$ cat src/rtl/alu_pkg.sv
// -----------------------------------------------------------------------------
// alu_pkg
// Shared definitions for the Otter RV32I execute-stage ALU. The decoder and the
// control unit import this package for every func encoding.
//   XLEN        : datapath width (32)
//   ALU_POISON  : value driven on unused func codes when ALU_POISON_EN is defined
//   alu_func_e  : 4-bit ALU operation select
// -----------------------------------------------------------------------------
package alu_pkg;

   localparam int XLEN = 32;

   localparam logic [XLEN-1:0] ALU_POISON = 32'hDEAD_DEAD;

   typedef enum logic [3:0] {
      ALU_ADD  = 4'b0000,
      ALU_SLL  = 4'b0001,
      ALU_SLT  = 4'b0010,
      ALU_SLTU = 4'b0011,
      ALU_XOR  = 4'b0100,
      ALU_SRL  = 4'b0101,
      ALU_OR   = 4'b0110,
      ALU_AND  = 4'b0111,
      ALU_SUB  = 4'b1000,
      ALU_LUI  = 4'b1001,
      ALU_SRA  = 4'b1101
   } alu_func_e;

endpackage

$ cat src/rtl/alu_shifter.sv
// -----------------------------------------------------------------------------
// alu_shifter
// Barrel shifter shared by SLL, SRL and SRA.
// Ports:
//   i_a       in  32 : word to shift
//   i_amt     in   5 : shift amount (0..31)
//   i_right   in   1 : 1 = shift right, 0 = shift left
//   i_arith   in   1 : with i_right, fill vacated bits with i_a[31]
//   o_y       out 32 : shifted word
// -----------------------------------------------------------------------------
module alu_shifter
   import alu_pkg::*;
(
   input  logic [XLEN-1:0] i_a,
   input  logic [4:0]      i_amt,
   input  logic            i_right,
   input  logic            i_arith,
   output logic [XLEN-1:0] o_y
);

   // Select shift direction and fill; i_arith has no effect on left shifts
   always_comb begin
      o_y = {XLEN{1'b0}};
      if (i_right) begin
         if (i_arith) begin
            o_y = $unsigned($signed(i_a) >>> i_amt);
         end else begin
            o_y = i_a >> i_amt;
         end
      end else begin
         o_y = i_a << i_amt;
      end
   end

endmodule

$ cat src/rtl/alu.sv
// -----------------------------------------------------------------------------
// alu
// 32-bit RV32I integer ALU for the Otter execute stage. result is purely
// combinational; result_q is a registered copy for pipelined consumers.
// Ports:
//   clk       in   1 : rising-edge clock (only result_q uses it)
//   rst_n     in   1 : asynchronous active-low reset, clears result_q
//   src_a     in  32 : operand A, also the LUI source
//   src_b     in  32 : operand B, shift amount in [4:0]
//   func      in   4 : operation select (alu_func_e)
//   result    out 32 : combinational result
//   result_q  out 32 : result registered on rising clk
// Configuration macro:
//   ALU_POISON_EN : when defined, unused func codes drive 32'hDEADDEAD;
//                   otherwise they drive zero.
// -----------------------------------------------------------------------------
module alu
   import alu_pkg::*;
(
   input  logic            clk,
   input  logic            rst_n,
   input  logic [XLEN-1:0] src_a,
   input  logic [XLEN-1:0] src_b,
   input  logic [3:0]      func,
   output logic [XLEN-1:0] result,
   output logic [XLEN-1:0] result_q
);

`ifdef ALU_POISON_EN
   localparam logic [XLEN-1:0] UNUSED_VAL = ALU_POISON;
`else
   localparam logic [XLEN-1:0] UNUSED_VAL = 32'h0000_0000;
`endif

   logic [XLEN-1:0] w_b_op;
   logic            w_sub;
   logic [XLEN-1:0] w_addsub;
   logic            w_slt;
   logic            w_sltu;
   logic            w_sh_right;
   logic            w_sh_arith;
   logic [XLEN-1:0] w_shift;
   logic [XLEN-1:0] r_result_q;

   // One adder serves ADD and SUB: A - B = A + ~B + 1
   assign w_sub    = (func == ALU_SUB);
   assign w_b_op   = w_sub ? ~src_b : src_b;
   assign w_addsub = src_a + w_b_op + {31'd0, w_sub};

   assign w_slt  = ($signed(src_a) < $signed(src_b));
   assign w_sltu = (src_a < src_b);

   assign w_sh_right = (func == ALU_SRL) || (func == ALU_SRA);
   assign w_sh_arith = (func == ALU_SRA);

   alu_shifter u_shifter (
      .i_a     (src_a),
      .i_amt   (src_b[4:0]),
      .i_right (w_sh_right),
      .i_arith (w_sh_arith),
      .o_y     (w_shift)
   );

   // Output mux: every func code, including unused ones, drives a defined value
   always_comb begin
      result = UNUSED_VAL;
      case (func)
         ALU_ADD  : result = w_addsub;
         ALU_SUB  : result = w_addsub;
         ALU_SLL  : result = w_shift;
         ALU_SRL  : result = w_shift;
         ALU_SRA  : result = w_shift;
         ALU_SLT  : result = {31'd0, w_slt};
         ALU_SLTU : result = {31'd0, w_sltu};
         ALU_XOR  : result = src_a ^ src_b;
         ALU_OR   : result = src_a | src_b;
         ALU_AND  : result = src_a & src_b;
         ALU_LUI  : result = src_a;
         default  : result = UNUSED_VAL;
      endcase
   end

   // Pipeline copy of result; reset clears it without waiting for a clock edge
   always_ff @(posedge clk or negedge rst_n) begin
      if (!rst_n) begin
         r_result_q <= 32'h0000_0000;
      end else begin
         r_result_q <= result;
      end
   end

   assign result_q = r_result_q;

endmodule

$ cat config.mk
export PLATFORM = sky130hd
export DESIGN_NAME = alu
export DESIGN_NICKNAME = d
export VERILOG_FILES = /design/src/rtl/alu_pkg.sv /design/src/rtl/alu_shifter.sv /design/src/rtl/alu.sv
export SDC_FILE = /design/constraint.sdc
export NUM_CORES = 1
export LEC_CHECK = 0
export CAP_MARGIN = 20
export CORE_MARGIN = 4
export CORE_UTILIZATION = 45
export CTS_BUF_LIST = sky130_fd_sc_hd__clkbuf_8 sky130_fd_sc_hd__clkbuf_16
export DETAILED_ROUTE_END_ITERATION = 10
export PLACE_DENSITY = 0.68
export SLEW_MARGIN = 40
export SYNTH_ARGS = -nofsm -noshare
export SYNTH_HDL_FRONTEND = slang
export SYNTH_SLANG_ARGS = --single-unit
export TNS_END_PERCENT = 1
$ cat constraint.sdc
create_clock -name clk -period 6.5 [get_ports clk]
set_input_delay 1.3 -clock clk [delete_from_list [all_inputs] [get_ports clk]]
set_output_delay 1.3 -clock clk [all_outputs]
set_load 0.005 [all_outputs]
# Yosys cells after proc, flatten, opt, wreduce, memory -nomap -nowiden

Cells that the tools add are included.

Register bits after elaboration: 32
Input port bits: 70
Output and inout bits: 64
Word-level logic and storage cells: 30

Add/subtract/negate cells: 2
Order comparisons: 2
Equal/unequal tests: 10
Shift-type cells: 3
Mux-type cells: 4
Bitwise operators: 4
Reductions and logical operators: 4

Operators by type and width:

| kind                                                | number |
|---|---|
| case mux 32 bit (8 select lines)                    | 1 |
| two-way mux 32 bit                                  | 3 |
| < comparator 32 bit                                 | 2 |
| adder 32 x 1 -> 32 bit                              | 1 |
| adder 32 bit                                        | 1 |
| bitwise AND 32 bit                                  | 1 |
| inverter 32 bit                                     | 1 |
| OR 32 bit                                           | 1 |
| left shift 32 x 5 -> 32 bit                         | 1 |
| >> shifter 32 x 5 -> 32 bit                         | 1 |
| >>> shifter 32 x 5 -> 32 bit                        | 1 |
| bitwise XOR 32 bit                                  | 1 |
| equality test 4 x 3 -> 1 bit, second input constant | 4 |
| equality test 4 bit, second input constant          | 3 |
| equality test 4 x 2 -> 1 bit, second input constant | 2 |
| equality test 4 x 1 -> 1 bit, second input constant | 1 |
| logical NOT 4 bit                                   | 1 |
| OR reduction 3 bit                                  | 1 |
| OR reduction 2 bit                                  | 1 |
| logical OR 1 bit                                    | 1 |

# Logic depth before layout (Yosys ltp)

Depth in word-level cells: 5
Mapped depth: 14
Depth with buffers taken out: 12

# Cells and area by module

From an unflattened synthesis, not the netlist that was laid out.

Cell total of the unflattened synthesis: 1247
Area total of the unflattened synthesis: 9771.9 µm²

Modules (own cells, without submodules):

| module      | times used | cells an instance | area each (µm²) | sequential area each (µm²) |
|---|---|---|---|---|
| alu         | 1          | 734               | 5691.7          | 800.8 |
| alu_shifter | 1          | 513               | 4080.2          | 0.0 |

# Worst setup path after synthesis

No wires, ideal clock.

Kind: input port to output port
Start: input func[0]
End: output result[30]
Arrival: 4.573 ns
Data required time: 5.200 ns
Slack: 0.627 ns
Stages: 13
Buffers on the path: 2
Path through: nor4b_1 -> buf_2 -> buf_1 -> mux2i_1 -> fa_1 -> and2b_1 -> o21ai_2 -> a211oi_2 -> o221ai_2 -> o41ai_4 -> a2111oi_1 -> or4_1 -> nand3_1

Word-level cells in the longest chain between the ends: 5
Elaborated cells between the ends (all ways): 20
Those cells by class: add/sub: 2; eq/ne: 10; mux: 4; reduce/logical: 4

RTL lines:

| element                            | line                 | source |
|---|---|---|
| start, declared                    | alu.sv:24            | `input logic [3:0] func,` |
| equality test 4 bit                | alu.sv:46, alu.sv:67 |  |
| two-way mux 32 bit                 | alu.sv:47            | `assign w_b_op = w_sub ? ~src_b : src_b;` |
| adder 32 bit                       | alu.sv:48            | `assign w_addsub = src_a + w_b_op + {31'd0, w_sub};` |
| adder 32 x 1 -> 32 bit             | alu.sv:48            |  |
| case mux 32 bit (8 select lines) * | alu.sv:67            | `case (func)` |
| end, declared                      | alu.sv:25            | `output logic [XLEN-1:0] result,` |

Mark *: on every way between the ends. The rest lies on a longest branch, timed or not.

# Worst setup path in the final report

Same ends and word-level chain as after synthesis.

==> out/qor.txt <==
Mapped Cells - 1,195
Power share of the clock group - 18.3%
Final nets - 1,573
IO Port Bufs - 133
WS Path Type - primary input to output pin
Most frequent cells in the layout - ha_1, clkdlybuf4s50_1, nor2_1
CP Max Fanout - 4
Top cell type's share of synthesized area - 18.03%
Period utilization - 101.0%
Top post-synthesis cells by area - ha_1, mux4_2, dfrtp_1, a21oi_1, o21ai_0
CP Cell Sequence - clkdlybuf4s50_1, nor4b_2, buf_4, xnor2_1, inv_1, fa_1, and2b_1, o21ai_2, a211oi_2, o221ai_2, o41ai_4, buf_4, a2111oi_2, or4_1, nand3_1, clkdlybuf4s50_1
WP data required - 5.20 ns
Vias in the first global route - 9,859
P_sw - 0.6543 mW
Biggest area consumer among synthesized cells - ha_1
WP buf/inv - 5
Antenna diodes - 0
Clock Tree Root - clkbuf_16
# DRC - 0
FF+latch count, synth - 32
Die area - 23,030 um^2
Drt total wl - 37,520 um
Fin area - 11,840 um^2
Htree depth - 2
HP Class - primary input to asynchronous set/reset pin
Area grow syn2layout - 27.27%
Slowest Stage Delay on Critical Path - 0.51 ns
Count of pins over their slew limit - 0
Slew @ Worst Pin - 0.8251 ns
RSZ-0062 raised after global routing - yes
Die Span X - 151.8 um
Delay-heaviest family, CP - buffers and inverters
Reg clk slew, reported paths - 0.06 ns
Share of layout cells above drive strength 1 - 15.85%
First DRT Iteration DRCs - 1,234
Io pins - 134
Crit-path slowest cell - clkdlybuf4s50_1
Initial antenna violation count - 0
Slew HR - 45.00%
Gpl congestion - 0.9965
Max FFs per register - 32
Min Tclk post-route - 6.564 ns
DR WL/cell - 22.89 um
GRT met3 Usage - 4.491%
Part of the power in registers - 15.1%
CP startpoint - func[0]
Multi-input logic area - 7865 um^2
Max IR drop VDD - 0.1207 mV
Comb pwr share - 66.6%
Max Fclk - 152.4 MHz
Most common cell after layout, fill and taps aside - ha_1
Status - finished with violations
Critical path arrival - 5.26 ns
Netlist Area Pre-Place - 9300 um^2
Post-DP HPWL - 29,080 um
Dpl cell area - 11,560 um^2
Startpoint types - primary input
CTS Sinks - 32
GRT met1 Usage - 41.20%
Synth Flop Type - dfrtp_1
Post-synthesis cell type count - 74
Net Count, Synth - 1,400
Util after Layout - 58.31%
FP Rows - 52
CTS tree - done
Final hold vios - 0
CP Capture Type - output pin
Gr usage total - 31.68%
Register area share after synthesis - 8.610%
GR peak layer - met2
Leak - 5.201 nW
Async set-reset flop share out of synthesis - 100.0%
GRT overflow - 0
Setup WS post-layout - -0.06373 ns
Initial Utilization - 45.81%
Core ar. - 20,300 um^2
Synthesized area per cell - 7.783 um^2
Max_cap viols - 0
Post-CTS Hold Buffers - 0
Routing usage on met2 - 53.13%
Sw Ratio - 42.71%
Fillers - 1,915
First-pass GRT wire length - 56,570 um
Die H - 151.8 um
Total area of sequential cells - 800.8 um^2
Clk buf depth - 2
CTS Buf Count - 5
EDFF count, synth - 0
Vias - 10,420
Iteration count of the initial detailed-routing pass - 6
Pin count of the biggest net entering global routing - 85
Post-DRT Antenna Nets - 0
P_int - 0.8774 mW
Failing checks - negative setup slack
YS warnings - 0
Pwr/cell area - 129.4 nW/um^2
Post-DR vias/cell - 6.356
Final setup fails - 1
routing by layer:
| metal | wire length, um | part of all wire [%] |
|---|---|---|
| met4 | 1882 | 5.0 |
| met1 | 15010 | 40 |
| met3 | 3280 | 8.7 |
| met2 | 17350 | 46 |
| met5 | 0 | 0 |
kinds of logic (layout without fill, tap and decap cells):
group | after synthesis | in the layout | synth area share (%)
flip-flops | 32 | 32 | 8.610
AO/OA/AOI/OAI | 401 | 401 | 28.59
adder cells (fa/ha/maj) | 135 | 135 | 18.24
AND/OR/NAND/NOR | 296 | 296 | 14.61
multiplexers | 104 | 104 | 17.29
buffers and inverters | 176 | 350 | 7.857
XOR/XNOR | 51 | 51 | 4.803
worst paths after layout:
path | depth (start not counted) | slack, ns | endpoint
setup / recovery | 16 | -0.06 | result[30]
hold / removal | 1 | 0.94 | result_q[31]$_DFF_PN0_
max in group asynchronous | 1 | 5.21 | result_q[9]$_DFF_PN0_
min in group clk | 5 | 1.63 | result_q[2]$_DFF_PN0_
final cells by class:
type | count | share of cell area, %
clock buffer | 5 | 1.057
clock inverter | 3 | 0.3277
inverter | 87 | 2.759
multi-input combinational | 987 | 66.45
sequential | 32 | 6.765
tap | 270 | 2.854
timing repair buffer | 255 | 19.79
per-stage QoR:
step | instances | setup TNS [ns] | setup WS, ns | total power [mW] | hold slack [ns]
floorplan | 1195 | 0 | 0.6267 | 0.7765 | 1.004
global placement | 1629 | -0.1340 | -0.09604 | 1.213 | 1.406
detailed placement | 1629 | -0.3656 | -0.1265 | 1.220 | 1.414
CTS | 1639 | -0.08429 | -0.02805 | 1.510 | 1.114
global route | 1639 | -1.472 | -0.3128 | 1.624 | 0.9831
finish | 1639 | -0.06373 | -0.06373 | 1.532 | 0.9435
power groups by stage:
stage                     Sequential [mW]  Combinational [mW]  Clock (mW)
after floorplan                     0.240               0.536           0
after global placement              0.235               0.977           0
after detailed placement            0.236               0.984           0
after CTS                           0.232               0.994       0.284
after global routing                0.235                1.10       0.291
final                               0.232                1.02       0.281
what timing repair did:
item | CTS | global route
endpoints found under the setup margin | 7 | 20
pin swaps | 3 | 6
resized for setup | 4 | 23
setup buffers | 2 | 0
cell usage after synthesis, types with 11 or more instances:
cell type,instances
ha_1,134
nor2_1,122
a21oi_1,100
o21ai_0,98
inv_1,86
nand2_1,70
clkbuf_1,54
mux2i_1,47
mux4_2,44
xnor2_1,42
a211oi_1,32
dfrtp_1,32
nor3_1,26
a22oi_1,15
a222oi_1,14
a31oi_1,14
buf_2,14
nand3_1,14
o211ai_1,14
o221ai_1,14
mux2_2,13
nor2b_1,12
a221oi_1,11
buf_1,11
(Power assumes the default switching activity.)
